==> config.mk <==
export PLATFORM = sky130hd
export DESIGN_NAME = div_unit_flat
export DESIGN_NICKNAME = d
export VERILOG_FILES = /design/src/rtl/div_unit_if.sv /design/src/rtl/div_unit.sv /design/src/flat_wrapper.sv
export SDC_FILE = /design/constraint.sdc
export NUM_CORES = 1
export LEC_CHECK = 0
export CAP_MARGIN = 20
export CORE_ASPECT_RATIO = 0.8
export CORE_UTILIZATION = 40
export DETAILED_ROUTE_END_ITERATION = 7
export HOLD_SLACK_MARGIN = 0.12
export SKIP_LAST_GASP = 1
export SLEW_MARGIN = 20
export SYNTH_ARGS = -nofsm -noshare
export SYNTH_HDL_FRONTEND = slang
export SYNTH_SLANG_ARGS = --single-unit
export TNS_END_PERCENT = 100
==> constraint.sdc <==
create_clock -name clk -period 4.6 [get_ports clk]
set_input_delay 0.46 -clock clk [delete_from_list [all_inputs] [get_ports clk]]
set_output_delay 0.46 -clock clk [all_outputs]
set_load 0.005 [all_outputs]
==> src/rtl/div_unit_if.sv <==
// Request/response bundle between the execute stage and the multi-cycle divider.
// The master issues divides and flushes; the slave reports busy and the results.
interface div_unit_if #(parameter int WIDTH = 32);
    logic             start;
    logic             op_signed;
    logic [WIDTH-1:0] dividend;
    logic [WIDTH-1:0] divisor;
    logic             flush;
    logic             busy;
    logic             out_valid;
    logic [WIDTH-1:0] quotient;
    logic [WIDTH-1:0] remainder;
    logic             div_zero;

    modport master (
        output start, op_signed, dividend, divisor, flush,
        input  busy, out_valid, quotient, remainder, div_zero
    );

    modport slave (
        input  start, op_signed, dividend, divisor, flush,
        output busy, out_valid, quotient, remainder, div_zero
    );
endinterface

==> src/rtl/div_unit.sv <==
// Radix-2 restoring divider for DIV/DIVU: one quotient bit per cycle,
// sign fix-up in a final cycle, zero-divisor results returned immediately.
module div_unit #(
    parameter int WIDTH = 32
) (
    input  logic       clk,
    input  logic       resetn,
    div_unit_if.slave  bus
);
    localparam int CW = $clog2(WIDTH);
    localparam logic [CW-1:0] LAST = CW'(WIDTH - 1);

    typedef enum logic [1:0] {S_IDLE, S_DIV, S_FIX} state_t;

    state_t             state_q, state_d;
    logic [2*WIDTH-1:0] work_q, work_d;
    logic [WIDTH-1:0]   dvs_q, dvs_d;
    logic [CW-1:0]      cnt_q, cnt_d;
    logic               q_neg_q, q_neg_d;
    logic               r_neg_q, r_neg_d;
    logic               busy_q, busy_d;
    logic               out_valid_q, out_valid_d;
    logic [WIDTH-1:0]   quot_q, quot_d;
    logic [WIDTH-1:0]   rem_q, rem_d;
    logic               dz_q, dz_d;

    logic [WIDTH-1:0]   abs_dividend, abs_divisor;
    logic [WIDTH:0]     diff;

    always_comb begin
        abs_dividend = (bus.op_signed && bus.dividend[WIDTH-1]) ? (WIDTH'(0) - bus.dividend) : bus.dividend;
        abs_divisor  = (bus.op_signed && bus.divisor[WIDTH-1])  ? (WIDTH'(0) - bus.divisor)  : bus.divisor;
        // Upper half after the shift needs WIDTH+1 bits: the bit shifted out of the MSB is kept.
        diff = work_q[2*WIDTH-1:WIDTH-1] - {1'b0, dvs_q};

        state_d     = state_q;
        work_d      = work_q;
        dvs_d       = dvs_q;
        cnt_d       = cnt_q;
        q_neg_d     = q_neg_q;
        r_neg_d     = r_neg_q;
        out_valid_d = 1'b0;
        quot_d      = quot_q;
        rem_d       = rem_q;
        dz_d        = dz_q;

        case (state_q)
            S_IDLE: begin
                if (bus.start) begin
                    if (bus.divisor == '0) begin
                        quot_d      = '1;
                        rem_d       = bus.dividend;
                        dz_d        = 1'b1;
                        out_valid_d = 1'b1;
                    end else begin
                        state_d = S_DIV;
                        work_d  = {{WIDTH{1'b0}}, abs_dividend};
                        dvs_d   = abs_divisor;
                        cnt_d   = '0;
                        q_neg_d = bus.op_signed & (bus.dividend[WIDTH-1] ^ bus.divisor[WIDTH-1]);
                        r_neg_d = bus.op_signed & bus.dividend[WIDTH-1];
                    end
                end
            end
            S_DIV: begin
                if (!diff[WIDTH]) begin
                    work_d = {diff[WIDTH-1:0], work_q[WIDTH-2:0], 1'b1};
                end else begin
                    work_d = {work_q[2*WIDTH-2:0], 1'b0};
                end
                cnt_d = cnt_q + 1'b1;
                if (cnt_q == LAST) begin
                    state_d = S_FIX;
                end
            end
            S_FIX: begin
                quot_d      = q_neg_q ? (WIDTH'(0) - work_q[WIDTH-1:0]) : work_q[WIDTH-1:0];
                rem_d       = r_neg_q ? (WIDTH'(0) - work_q[2*WIDTH-1:WIDTH]) : work_q[2*WIDTH-1:WIDTH];
                dz_d        = 1'b0;
                out_valid_d = 1'b1;
                state_d     = S_IDLE;
            end
            default: state_d = S_IDLE;
        endcase

        // Flush overrides everything, including a same-cycle start or completion.
        if (bus.flush) begin
            state_d     = S_IDLE;
            out_valid_d = 1'b0;
            quot_d      = quot_q;
            rem_d       = rem_q;
            dz_d        = dz_q;
        end

        busy_d = (state_d != S_IDLE);
    end

    always_ff @(posedge clk or negedge resetn) begin
        if (!resetn) begin
            state_q     <= S_IDLE;
            work_q      <= '0;
            dvs_q       <= '0;
            cnt_q       <= '0;
            q_neg_q     <= 1'b0;
            r_neg_q     <= 1'b0;
            busy_q      <= 1'b0;
            out_valid_q <= 1'b0;
            quot_q      <= '0;
            rem_q       <= '0;
            dz_q        <= 1'b0;
        end else begin
            state_q     <= state_d;
            work_q      <= work_d;
            dvs_q       <= dvs_d;
            cnt_q       <= cnt_d;
            q_neg_q     <= q_neg_d;
            r_neg_q     <= r_neg_d;
            busy_q      <= busy_d;
            out_valid_q <= out_valid_d;
            quot_q      <= quot_d;
            rem_q       <= rem_d;
            dz_q        <= dz_d;
        end
    end

    assign bus.busy      = busy_q;
    assign bus.out_valid = out_valid_q;
    assign bus.quotient  = quot_q;
    assign bus.remainder = rem_q;
    assign bus.div_zero  = dz_q;
endmodule
==> src/flat_wrapper.sv <==
// flat-port wrapper written by rule: the top's interface ports become plain ports
module div_unit_flat 
#(
    parameter int WIDTH = 32
)
  (clk, resetn, bus_start, bus_op_signed, bus_dividend, bus_divisor, bus_flush, bus_busy, bus_out_valid, bus_quotient, bus_remainder, bus_div_zero);
  div_unit_if #(.WIDTH(WIDTH)) bus_i ();
  input  logic clk;
  input  logic resetn;
  input wire logic [$bits(bus_i.start)-1:0] bus_start;
  input wire logic [$bits(bus_i.op_signed)-1:0] bus_op_signed;
  input wire logic [$bits(bus_i.dividend)-1:0] bus_dividend;
  input wire logic [$bits(bus_i.divisor)-1:0] bus_divisor;
  input wire logic [$bits(bus_i.flush)-1:0] bus_flush;
  output wire logic [$bits(bus_i.busy)-1:0] bus_busy;
  output wire logic [$bits(bus_i.out_valid)-1:0] bus_out_valid;
  output wire logic [$bits(bus_i.quotient)-1:0] bus_quotient;
  output wire logic [$bits(bus_i.remainder)-1:0] bus_remainder;
  output wire logic [$bits(bus_i.div_zero)-1:0] bus_div_zero;
  assign bus_i.start = bus_start;
  assign bus_i.op_signed = bus_op_signed;
  assign bus_i.dividend = bus_dividend;
  assign bus_i.divisor = bus_divisor;
  assign bus_i.flush = bus_flush;
  assign bus_busy = bus_i.busy;
  assign bus_out_valid = bus_i.out_valid;
  assign bus_quotient = bus_i.quotient;
  assign bus_remainder = bus_i.remainder;
  assign bus_div_zero = bus_i.div_zero;
  div_unit #(.WIDTH(WIDTH)) u_core (.clk(clk), .resetn(resetn), .bus(bus_i));
endmodule
# After elaboration in Yosys (flattened, before gate mapping)
# Index checks and enable logic that the tools add are counted.
# totals
ramBits	0
elab_cells	67
latchBits	0
rom_bits	0
mem_count	0
reg_bits	172
# op_classes
mux	29
eq_ne	6
order_cmp	0
add_sub_neg	6
div_mod_pow	0
mul	0
n_reduce_logical	10
bitwise_logic	5
shift	0
# ops
operator	n
32-bit 2-to-1 mux	8
64-bit 2-to-1 mux	3
32-bit one-hot mux with 2 select lines	2
64-bit one-hot mux with 2 select lines	1
1-bit by 32-bit subtractor with 32-bit output (first input constant)	4
33-bit by 32-bit subtractor with 33-bit output	1
32-bit logical NOT	1
5-bit 2-to-1 mux	2
5-bit one-hot mux with 2 select lines	1
2-bit 2-to-1 mux	4
3-bit AND reduction	2
2-bit nonzero test	3
5-bit by 1-bit adder with 5-bit output (second input constant)	1
5-bit equality test (second input constant)	1
1-bit 2-to-1 mux	5
2-bit inequality test (second input constant)	2
1-bit one-hot mux with 2 select lines	2
2-bit one-hot mux with 2 select lines	1
4-bit AND reduction	1
1-bit bitwise AND	2
2-bit by 1-bit equality test with 1-bit output (second input constant)	1
2-bit equality test (second input constant)	1
1-bit logical AND	2
2-bit logical NOT	1
3 further kinds	4

# Longest topological paths before layout
# depth
depth_word	6
mapped_depth	14
ltp_nobuf	12

# Least setup slack after synthesis
# OpenSTA, ideal clock, no wires.
# synth_timing
path_type	flip-flop to flip-flop
startpoint	register u_core.work_q[31]
endpoint	register u_core.work_q[54]
required_time_ps	4474
stages_incl_launch_ff	14
t_arrival_ps	3028
path_buffers	1
setup_ps	126
slack_ps	1446
path_cell_list	dfrtp_1 inv_1 ha_1 fa_1 nor2b_1 o2111ai_1 a21boi_1 o21ai_1 a211o_1 a21oi_2 mux2i_1 nor2_1 buf_2 a311o_1
# synth_between
elab_chain_cells	3
# synth_lines
item	line_no	source
from (decl)	div_unit.sv:16	logic [2*WIDTH-1:0] work_q, work_d;
from (signal assigned)	div_unit.sv:113	work_q <= work_d;
33-bit by 32-bit subtractor with 33-bit output	div_unit.sv:34	diff = work_q[2*WIDTH-1:WIDTH-1] - {1'b0, dvs_q};
64-bit 2-to-1 mux	div_unit.sv:66	if (!diff[WIDTH]) begin
64-bit one-hot mux with 2 select lines	div_unit.sv:47	case (state_q)
# Every way passes these cells.
# A chain may end at the register's enable or synchronous reset.

# Worst setup path after layout
# layout_timing
startpoint	register u_core.work_q[31]
endpoint	register u_core.work_q[61]
# The elaborated chain is that of the path after synthesis.

==> summary.md <==
| Metric | Value |
|---|---|
| Drt wl/cell | roughly 19 um |
| Hold Crit Class | reg -> reg |
| Xor/xnor share of the synthesized area | 0.110 |
| Distinct cell type count after synthesis | 76 |
| Sw Share | 0.458 |
| Reg-to-Reg End | u_core.work_q[61]$_DFFE_PN0P_ |
| Diodes inserted | 0 |
| Post-Synth Simple-Gate Area | 0.186 |
| Max_cap viols | 0 |
| Vert. Die Dim | roughly 150 um |
| Total Power | 7.27 mW |
| Reg2reg setup slack | 650 ps |
| Post-Route WL | between 30000 and 40000 um |
| Detailed Route Iter0 Violations | 1007 |
| Rel. slew slack | 0.371 |
| Setup bufs post-CTS | 0 |
| WP data arrival | 4320 ps |
| YS warnings | 0 |
| Most frequent cells in the layout | dfrtp_1 (172), nand2_1 (143), nor2_1 (134), clkdlybuf4s50_1 (134), a21oi_1 (108) |
| Clk Latency, worst-skew pair | 440 ps |
| Status | completed |
| Top post-synthesis cells by area | dfrtp_1 (37%), xor2_1 (7.1%), a21oi_1 (4.7%), nand2_1 (4.7%), nor2_1 (4.4%) |
| Placed cell areas | between 10000 and 15000 sq um |
| Final setup vio count | 0 |
| DP HPWL | around 27000 um |
| Adder-Cell Fraction of Synth Area | 0.0430 |
| Die Wd | between 150 and 200 um |
| Clock Skew | around 19 ps |
| Layout area overhead | 20.2% |
| Post-Syn Nets | 1462 |
| Dpl cells | 1803 |
| Power Dens Cells | 525 nW/um^2 |
| Hold_ws | roughly 480 ps |
| Port Buffer Count | between 100 and 150 |
| ANT nets after route | 0 |
| Avg Synthesized Cell Area | 8.50 sq um |
| H-tree depth | 4 |
| FMAX | 253 MHz |
| Slowest CP cell | mux2_2 |
| Sequential share of the synthesized area | 0.374 |
| Avg Vias per Cell | roughly 5.7 |
| CP Cell Sequence | inv_1 > ha_1 > fa_1 > nor2b_1 > o2111ai_1 > a21boi_1 > o21ai_1 > a211o_1 > a21oi_2 > mux2_2 > a21oi_1 > a221o_1 |
| Hold_buf cts | 1 |
| Leading cell type in the layout, fill and taps excluded | dfrtp_1 |
| Post-synth EDFFs | 0 |
| RSZ-0062 raised after global routing | false |
| TritonCTS Buffers | 17 |
| Hold Path Depth | 2 |
| Nets | approximately 1600 |
| Layout cells sized above 1 | 0.0559 |
| Final cell count without fillers | between 1500 and 2000 |
| Sum Neg Setup Slack | 0 ps |
| CP Capture Type | flip-flop |
| Cell taking the most area after synthesis | dfrtp_1 |
| Top_reg_cell synth | dfrtp_1 |
| Design Area, Final | around 14000 sq um |
| Initial antenna violation count | 0 |
| Rows | 55 |
| Starting Density | 0.407 |
| Drt first pass iters | 5 |
| Gr usage total | 0.248 |
| P_leak | roughly 5.9 nW |
| Seq pwr share | 0.300 |
| Proportion of power drawn by the clock network | 0.206 |
| Psw | 3.33 mW |
| Root Driver | clkbuf_16 |
| Fin crit share | 0.859 |
| DR DRC count | 0 |
| CP Class | reg -> reg |
| Top Family by Delay on Critical Path | compound AO/OA/AOI/OAI gates |
| I/O pin cnt | roughly 140 |
| Largest net degree at the start of global routing | 83 |
| P_int | ~3.9 mW |
| Endpoints failing hold | 0 |
| Endpoint, Worst Hold | u_core.work_q[31]$_DFFE_PN0P_ |
| Die area | roughly 29000 sq um |
| CTS max path bufs | 2 |
| Core region area | about 28000 sq um |
| Reg clk slew, reported paths | about 70 ps |
| Worst-Margin Slew | 943 ps |
| Congestion Overflow GR | 0 |
| Main combinational cell family by area after synthesis | compound AO/OA/AOI/OAI gates |
| Reg2Reg Depth | 12 |
| CTS resizes | 0 |
| Cell Area, Synth | roughly 12000 sq um |
| Vias in the first global route | about 10000 |
| Yosys reg bits | approximately 170 |
| Ys async rst share | 1.00 |
| First-pass GRT wire length | between 50000 and 60000 um |
| Worst Path Buf+Inv | 1 |
| Comb pwr share | 0.494 |
| Critical Path Fanout Max | 19 |
| CTS tree | done |
| Share of the synthesized area in the top cell type | 0.374 |
| DR vias | ~11000 |
| Slowest cell delay on critical path | between 500 and 600 ps |
| Worst Path Required | just under 5000 ps |
| Final Critical Period | between 3000 and 4000 ps |
| Hold_sp | u_core.work_q[31]$_DFFE_PN0P_ |
| Max-slew violation count | 0 |
| Mux cell area share after synthesis | 0.00630 |
| Reg2reg start | u_core.work_q[31]$_DFFE_PN0P_ |
| Peak supply drop | about 0.31 mV |
| Placer Congestion | ~0.88 |
| Mapped Cells | around 1400 |
| Startpoint Class | flip-flop |
| Compound-Gate Fraction of Synth Area | 0.237 |
| TritonCTS Sinks | 172 |
[power by group through the flow]
stage | combinational, mW | sequential, mW | clock [mW]
after floorplan | 2.59 | 2.04 | 0
after global placement | 3.49 | 2.20 | 0
after detailed placement | 3.49 | 2.20 | 0
after CTS | 3.52 | 2.17 | 1.53
after global routing | 3.97 | 2.21 | 1.58
final | 3.59 | 2.18 | 1.50
[sequential cells by signal, summed over array words and instances, names as in the netlist]
register / cells
u_core.bus.busy: 1
u_core.r_neg_q: 1
u_core.bus.div_zero: 1
u_core.cnt_q: 5
u_core.bus.remainder: 32
u_core.q_neg_q: 1
u_core.state_q: 2
u_core.dvs_q: 32
u_core.bus.out_valid: 1
u_core.work_q: 64
u_core.bus.quotient: 32
[Yosys cell counts (21+ instances only)]
cell type / instances
ha_1: 38
xor2_1: 93
nor2_1: 136
nand2_1: 143
dfrtp_1: 172
a221o_1: 38
o21ai_0: 32
o31ai_1: 33
o21ai_1: 84
inv_1: 55
a21oi_1: 109
nand3_1: 21
xnor2_1: 51
clkbuf_1: 53
[per-stage QoR]
step	setup WS [ps]	util
4_1_cts	739	0.489
5_1_grt	413	0.489
3_3_place_gp	794	0.467
2_1_floorplan	1450	-
3_5_place_dp	729	0.467
6_report	647	0.489
[worst max-delay path by stage]
stage                                        from  cells after the start                                  end
finish              u_core.work_q[31]$_DFFE_PN0P_                     12        u_core.work_q[61]$_DFFE_PN0P_
global route        u_core.work_q[31]$_DFFE_PN0P_                     13        u_core.work_q[42]$_DFFE_PN0P_
CTS                 u_core.work_q[31]$_DFFE_PN0P_                     13        u_core.work_q[42]$_DFFE_PN0P_
detailed placement                 bus_divisor[0]                     14  u_core.bus.quotient[17]$_DFFE_PN0P_
global placement    u_core.work_q[31]$_DFFE_PN0P_                     13        u_core.work_q[42]$_DFFE_PN0P_
floorplan           u_core.work_q[31]$_DFFE_PN0P_                     13        u_core.work_q[54]$_DFFE_PN0P_
[per-layer routing]
metal / GRT usage / routed length (um) / vias to the layer above
li1: - / - / 5072
met1: 0.386 / 18300 / 5171
met2: 0.355 / 15000 / 292
met3: 0.0429 / 2000 / 22
met4: 0.0469 / 363 / 0
met5: 0 / 0 / -
[layout make-up]
cell class / count / area, sq um
sequential: 172 / 4300
clock buffer: 18 / 429
clock inverter: 14 / 169
timing repair buffer: 157 / 1530
tap: 370 / 463
fill: 2709 / 14400
multi-input combinational: 1050 / 6730
inverter: 56 / 210
[cells by family (layout without fill, tap and decap cells)]
kind of cell | Yosys count | in the layout
xor gates and xnor gates | 144 | 144
buffers and inverters | 132 | 245
muxes | 7 | 7
and+or+nand+nor | 447 | 447
adders and majority gates | 39 | 39
DFF | 172 | 172
AOI/OAI and AO/OA | 413 | 413
[tightest hold or removal path: cells and delay by family (launching register included)]
family	cells	cell delay, ps
flops	1	350
simple gates	2	100
(Power assumes the default switching activity.)
